===== config.mk =====
export PLATFORM = sky130hd
export DESIGN_NAME = reg_sel_decoder
export DESIGN_NICKNAME = d
export VERILOG_FILES = /design/src/rtl/reg_sel_decoder.sv
export SDC_FILE = /design/constraint.sdc
export NUM_CORES = 1
export LEC_CHECK = 0
export ABC_AREA = 1
export ABC_CLOCK_PERIOD_IN_PS = 2100
export CORE_MARGIN = 2
export CORE_UTILIZATION = 49
export DETAILED_ROUTE_END_ITERATION = 10
export PLACE_DENSITY = 0.84
export SYNTH_ARGS = -nofsm -noshare
export SYNTH_HDL_FRONTEND = slang
export SYNTH_SLANG_ARGS = --single-unit

===== constraint.sdc =====
create_clock -name clk -period 2.1 [get_ports clk]
set_clock_uncertainty 0.1 [all_clocks]
set_input_delay 0.42 -clock clk [delete_from_list [all_inputs] [get_ports clk]]
set_output_delay 0.42 -clock clk [all_outputs]
set_load 0.02 [all_outputs]

===== src/rtl/reg_sel_decoder.sv =====
// ============================================================================
//  Module      : reg_sel_decoder
//  Description : Registered one-hot register-select decoder. It either decodes
//                a single address per accepted request, or sweeps every index
//                0..N-1 in turn. The sweep can be aborted, and index 0 can
//                optionally be a hard-wired zero register.
//  Revision    : 1.0  initial release
// ============================================================================
`default_nettype none

module reg_sel_decoder #(
    parameter int AW      = 5,   // address width, must be >= 1
    parameter int ZERO_EN = 1    // 0: index 0 decodes to an all-zero select
) (
    input  logic                clk,
    input  logic                rst,
    input  logic                in_valid,
    output logic                in_ready,
    input  logic                mode,
    input  logic [AW-1:0]       addr,
    input  logic                abort,
    output logic [(2**AW)-1:0]  sel,
    output logic                sel_valid,
    output logic                busy,
    output logic                sweep_done
);

    localparam int N = 2**AW;

    typedef enum logic [0:0] {
        IDLE  = 1'b0,
        SWEEP = 1'b1
    } state_t;

    state_t          state_q, state_d;
    logic [AW-1:0]   idx_q, idx_d;
    logic [N-1:0]    sel_q, sel_d;
    logic            sel_valid_q, sel_valid_d;
    logic            last_q, last_d;     // the index now on sel is N-1
    logic [AW-1:0]   idx_inc;

    // One-hot decode of an index; index 0 is optionally a zero register.
    function automatic logic [N-1:0] decode(input logic [AW-1:0] i);
        logic [N-1:0] r;
        r    = '0;
        r[i] = 1'b1;
        if ((ZERO_EN == 0) && (i == '0)) begin
            r = '0;
        end
        return r;
    endfunction

    assign idx_inc = idx_q + {{(AW-1){1'b0}}, 1'b1};

    // Next-state, counter and next-output logic.
    always_comb begin
        state_d     = state_q;
        idx_d       = idx_q;
        sel_d       = '0;
        sel_valid_d = 1'b0;
        last_d      = 1'b0;
        case (state_q)
            IDLE: begin
                // abort is deliberately ignored here
                if (in_valid) begin
                    if (!mode) begin
                        sel_d       = decode(addr);
                        sel_valid_d = 1'b1;
                    end else begin
                        state_d     = SWEEP;
                        idx_d       = '0;
                        sel_d       = decode('0);
                        sel_valid_d = 1'b1;
                    end
                end
            end
            SWEEP: begin
                if (abort) begin
                    // abort wins over everything, including the final index
                    state_d = IDLE;
                    idx_d   = '0;
                end else if (&idx_q) begin
                    // last index already presented: stop without wrapping
                    state_d = IDLE;
                    idx_d   = '0;
                end else begin
                    idx_d       = idx_inc;
                    sel_d       = decode(idx_inc);
                    sel_valid_d = 1'b1;
                    last_d      = &idx_inc;
                end
            end
            default: begin
                state_d = IDLE;
                idx_d   = '0;
            end
        endcase
    end

    // State and output registers, cleared asynchronously by rst.
    always_ff @(posedge clk or posedge rst) begin
        if (rst) begin
            state_q     <= IDLE;
            idx_q       <= '0;
            sel_q       <= '0;
            sel_valid_q <= 1'b0;
            last_q      <= 1'b0;
        end else begin
            state_q     <= state_d;
            idx_q       <= idx_d;
            sel_q       <= sel_d;
            sel_valid_q <= sel_valid_d;
            last_q      <= last_d;
        end
    end

    assign in_ready   = (state_q == IDLE);
    assign busy       = (state_q == SWEEP);
    assign sel        = sel_q;
    assign sel_valid  = sel_valid_q;
    // An abort raised while the last index is showing suppresses the pulse.
    assign sweep_done = last_q & ~abort;

endmodule

`default_nettype wire


---- Yosys cells after proc, flatten, opt, wreduce, memory -nomap -nowiden ----
Cells that the tools add are included.
cells by class
  add/subtract/negate cells ............... 1
  multipliers ............................. 0
  div/mod/pow operators ................... 0
  magnitude comparators ................... 4
  eq/ne operators ......................... 2
  shifts and indexed selects .............. 0
  mux-type cells .......................... 24
  bitwise logic cells ..................... 3
  reductions and logical operators ........ 5
operator list
  kind                                                                      number
  32-bit 2-to-1 mux                                                         4
  32-bit one-hot mux with 2 select lines                                    1
  5-bit 2-to-1 mux                                                          4
  5-bit by 6-bit < comparator with 1-bit output (second input constant)     2
  1-bit demux with 5-bit select                                             2
  5-bit by 1-bit >= comparator with 1-bit output (second input constant)    2
  1-bit 2-to-1 mux                                                          10
  5-bit one-hot mux with 2 select lines                                     1
  5-bit AND reduction                                                       2
  5-bit by 1-bit adder with 5-bit output (second input constant)            1
  1-bit one-hot mux with 2 select lines                                     2
  1-bit logical AND                                                         2
  2-bit by 1-bit inequality test with 1-bit output (second input constant)  1
  2-bit inequality test (second input constant)                             1
  1-bit inverter                                                            2
  2-bit AND reduction                                                       1
  1-bit bitwise AND                                                         1
storage, ports and cells
  register bits ........................... 40
  bits in latches ......................... 0
  bits in writable memories ............... 0
  bits in read-only memories .............. 0
  bits of input ports ..................... 10
  output and inout bits ................... 36
  logic and storage cells ................. 44
  memories kept ........................... 0

---- Logic depth before layout (Yosys ltp) ----
Gate-level depths: netlist of run 1.
  depth in word-level cells ............... 8
  gate-level depth with buffers ........... 9
  depth with buffers taken out ............ 9

---- Least setup slack after synthesis of run 1 ----
Ideal clock, no wire load.
  path type ............................... reg2reg
  from .................................... register idx_q[0]
  to ...................................... register sel_q[10] (netlist: sel[10])
  library setup time ...................... 66 ps
  data arrival time ....................... 1,652 ps
  required time ........................... 1,934 ps
  slack ................................... 282 ps
  stages on the path, launching flop included .. 10
  path buffers ............................ 0
  period minus slack after synthesis ...... 1,818 ps
  path through ............................ dfrtp_1 -> ha_1 -> nand2_1 -> nor2_1 -> ha_1 -> nor2_1 -> nand2_2 -> nor2_4 -> nand4_1 -> nand2_1
on the way
  longest elaborated chain between the ends .. 8
  elaborated cells on any way between the ends .. 10
  classes of those cells .................. 1 x add/sub; 2 x order compare; 5 x mux; 2 x reduce/logical
RTL lines
  element                                                                                                                                RTL line  source
  start: declaration                                                                                                                     36        logic [AW-1:0] idx_q, idx_d;
  start signal: assignment                                                                                                               110       idx_q <= idx_d;
  5-bit by 1-bit adder with 5-bit output                                                                                                 53        assign idx_inc = idx_q + {{(AW-1){1'b0}}, 1'b1};
  5-bit by 6-bit < comparator with 1-bit output (not written as such) or 5-bit by 1-bit >= comparator with 1-bit output (tied branches)  46        r[i] = 1'b1;
  1-bit logical AND (not written as such)                                                                                                46
  1-bit 2-to-1 mux (not written as such)                                                                                                 46
  1-bit demux with 5-bit select                                                                                                          46
  32-bit 2-to-1 mux *                                                                                                                    82        end else if (&idx_q) begin
  32-bit 2-to-1 mux *                                                                                                                    78        if (abort) begin
  32-bit one-hot mux with 2 select lines *                                                                                               62        case (state_q)
  net sel_d[10]                                                                                                                          37        logic [N-1:0] sel_q, sel_d;
  end signal: assignment                                                                                                                 111       sel_q <= sel_d;
  end: declaration                                                                                                                       37
The timed path passes the listed nets; every way through them passes the cells marked *.
A chain may end at the register's enable or synchronous reset.

---- Worst setup path after layout of run 1 ----
  from .................................... register state_q (netlist: busy)
  to ...................................... output port in_ready
on the way
  longest elaborated chain between the ends .. 1
RTL lines
  element                   RTL line  source
  start: declaration        35        state_t state_q, state_d;
  start signal: assignment  109       state_q <= state_d;
  1-bit inverter            -
  end: declaration          18        output logic in_ready,
No other way between the ends.

==> results of run 1 <==
==> layout make-up <==
class | count | share of cell area (%)
sequential | 40 | 38.17
multi-input combinational | 147 | 31.30
timing repair buffer | 59 | 21.28
clock buffer | 8 | 3.435
inverter | 24 | 3.435
tap | 50 | 2.385
==> power breakdown <==
| part | switching (mW) | internal (mW) |
|---|---|---|
| registers | 0.0118 | 0.792 |
| clock network | 0.245 | 0.267 |
| logic | 0.174 | 0.106 |
==> how the worst max path moves through the flow <==
stage	depth (start not counted)	slack, ps	endpoint	start
2_1_floorplan	9	280	sel[10]	idx_q[0]
3_3_place_gp	3	10	sweep_done	abort
3_5_place_dp	3	10	sweep_done	abort
4_1_cts	3	8	sweep_done	abort
5_1_grt	9	30	sel[14]	idx_q[0]
6_report	2	110	in_ready	busy
==> per-stage QoR <==
step / setup WS, ps / instance area [µm²] / hold slack (ps) / instances
CTS: 8.046 / 2620 / 458.0 / 328
global route: 28.23 / 2623 / 510.2 / 328
detailed placement: 10.48 / 2530 / 455.0 / 320
floorplan: 281.9 / 1982 / 431.5 / 219
global placement: 12.81 / 2530 / 451.1 / 320
finish: 112.1 / 2623 / 434.9 / 328
==> worst min-delay path: cells and delay by family <==
kind                   cells  cell delay [ps]
buffers and inverters      3              850
==> sequential cells by signal, indices dropped and copies added, names as in the netlist <==
name,count
last_q,1
sel,32
sel_valid,1
idx_q,5
busy,1
==> layout by cell type (no fill, tap or decap) <==
master and count:
nand2_1 71, o22ai_1 4, dlymetal6s2s_1 1, xor2_2 1, xnor2_2 1, clkdlybuf4s50_1 44
nor3_2 3, nand2_2 2, nor2_4 3, or2_2 1, inv_1 24, mux2i_1 1
nand3_1 2, dfrtp_1 40, ha_1 7, nor3_1 5, o21ai_0 3, nor2_1 7
clkbuf_8 6, nand4_1 34, o21a_1 1, clkbuf_1 2, nor2_8 1, buf_4 14
==> metal layers <==
| layer | routed length (µm) | share of wire [%] | vias up |
|---|---|---|---|
| met2 | 2205 | 49 | 95 |
| met5 | 0 | 0 | - |
| li1 | - | - | 836 |
| met3 | 346 | 7.7 | 11 |
| met4 | 136 | 3.0 | 0 |
| met1 | 1812 | 40 | 777 |
==> cell families after synthesis <==
group	share of synthesized area, %
and+or+nand+nor	32.45
DFF	50.51
buffers and inverters	8.081
AOI/OAI and AO/OA	2.399
adders and majority gates	4.419
xor gates and xnor gates	1.642
muxes	0.5051
==> results.md, run 1 <==
- DRC viols: 0
- Clock Sinks: 40
- DPL Wire Length: 3.088 mm
- Final WL: 4.500 mm
- Global-route wire length before repair: 7.265 mm
- Peak VDD IR: 0.3489 mV
- Unrepaired setup endpoints after global routing: false
- Core Util, Final: 66.52%
- Asr flop ratio synth: 100.0%
- Kind of critical path: reg -> out
- # diodes: 0
- Delay-heaviest family, CP: buffers and inverters
- Setup Fix Bufs, Post-CTS: 0
- P&R area growth vs syn: 32.32%
- Post-synth top area share: 50.51%
- Net count after synthesis: 236
- Final period util: 94.66%
- Slowest stage delay, CP: 610 ps
- Critical path endpoint category: primary output
- Post-synth design cell area: 1982 µm²
- Layout cells sized above 1: 11.51%
- P_leak: 1.367 nW
- Hold Crit Class: in -> async
- Largest net degree at the start of global routing: 41
- Grt met2 use: 36.40%
- Core area: 3943 µm²
- Fin. max-slew vios: 0
- RD Place Congestion: 0.8315
- Post-synth EDFFs: 0
- Vias in the first global route: 1,637
- Syn Area/Cell: 9.050 µm²
- Crit path buffers/inverters: 2
- Antenna-violating nets left: 0
- Maximum clock path buffer count: 2
- Clock latency at the later pin of the worst-skew pair: 300 ps
- Relative slew slack: 64.78%
- Pwr Density: 608.5 nW/µm²
- Cell row count: 23
- Worst reg2reg startpoint: idx_q[0]
- Remaining global-route overflow: 0
- Number of synthesized register bits: 40
- GR met3 Demand/Resource: 4.000%
- Setup tns final: 0 ps
- Power, Total: 1.596 mW
- WP data required: 1580 ps
- 1st-pass router iterations: 4
- Ys Warns: 0
- R2r endpoint: sel[10]
- H-tree depth: 2
- Area occupied by registers: 1001 µm²
- Fillers: 340
- Final Setup Violations: 0
- Hold buffers post-CTS: 0
- Register area share after synthesis: 50.51%
- Period minus WS final: 1988 ps
- Max-cap violations: 0
- Crit path arrival time: 1470 ps
- Port Buffers: 45
- Initial antenna violation count: 0
- Fmax: 0.5031 GHz
- M1 GR Usage: 26.05%
- Initial core utilization: 50.27%
- Io pins: 46
- Worst setup SP type: flip-flop
- WL/cell: 13.72 µm
- Worst-Margin Slew: 527.0 ps
- Slowest CP cell: clkdlybuf4s50_1
- Worst-path clk slew: 70 ps
- Root Driver: clkbuf_8
- Status: completed
- Post-synth top flop: dfrtp_1
- Top post-synthesis cells by area: dfrtp_1 (51%), nand2_1 (13%), nand4_1 (11%)
- CTS resizes: 0
- Area of the multi-input gates: 820.8 µm²
- Die W: 67.60 µm
- Die Area: 4569 µm²
- CP Max Fanout: 6
- Worst Reg-to-Reg Cells: 9
- Synth cell types: 22
- DRT iter0 DRCs: 111
- Synth cell count leaders: nand2_1 (71), dfrtp_1 (40), nand4_1 (34), inv_1 (24)
- Die Ht: 67.60 µm
- TritonCTS clock tree: yes
- Cts bufs inserted: 5
- GRT busiest layer: met2
- Hold Fails Final Rpt: 0
- CP Cell Sequence: inv_1 > clkdlybuf4s50_1
- Count leader, synth: nand2_1
- Synth area leader: dfrtp_1
- Gr usage total: 21.73%
- Vias per cell: 5.241
- Gate Count Post-Synth: 219
- NumNets Final: 294
- Flop2flop setup slack: 150 ps
- Via count: 1,719
Power figures use the tool's default switching activity.
==> inputs of run 2 (changes only) <==
--- a/config.mk
+++ b/config.mk
@@ -10,6 +10,8 @@
 export CORE_MARGIN = 2
 export CORE_UTILIZATION = 49
 export DETAILED_ROUTE_END_ITERATION = 10
+export GPL_ROUTABILITY_DRIVEN = 0
+export GPL_TIMING_DRIVEN = 1
 export PLACE_DENSITY = 0.84
 export SYNTH_ARGS = -nofsm -noshare
 export SYNTH_HDL_FRONTEND = slang
==> results of run 2 <==
Final layout, timing and power as in run 1 (identical DEF).
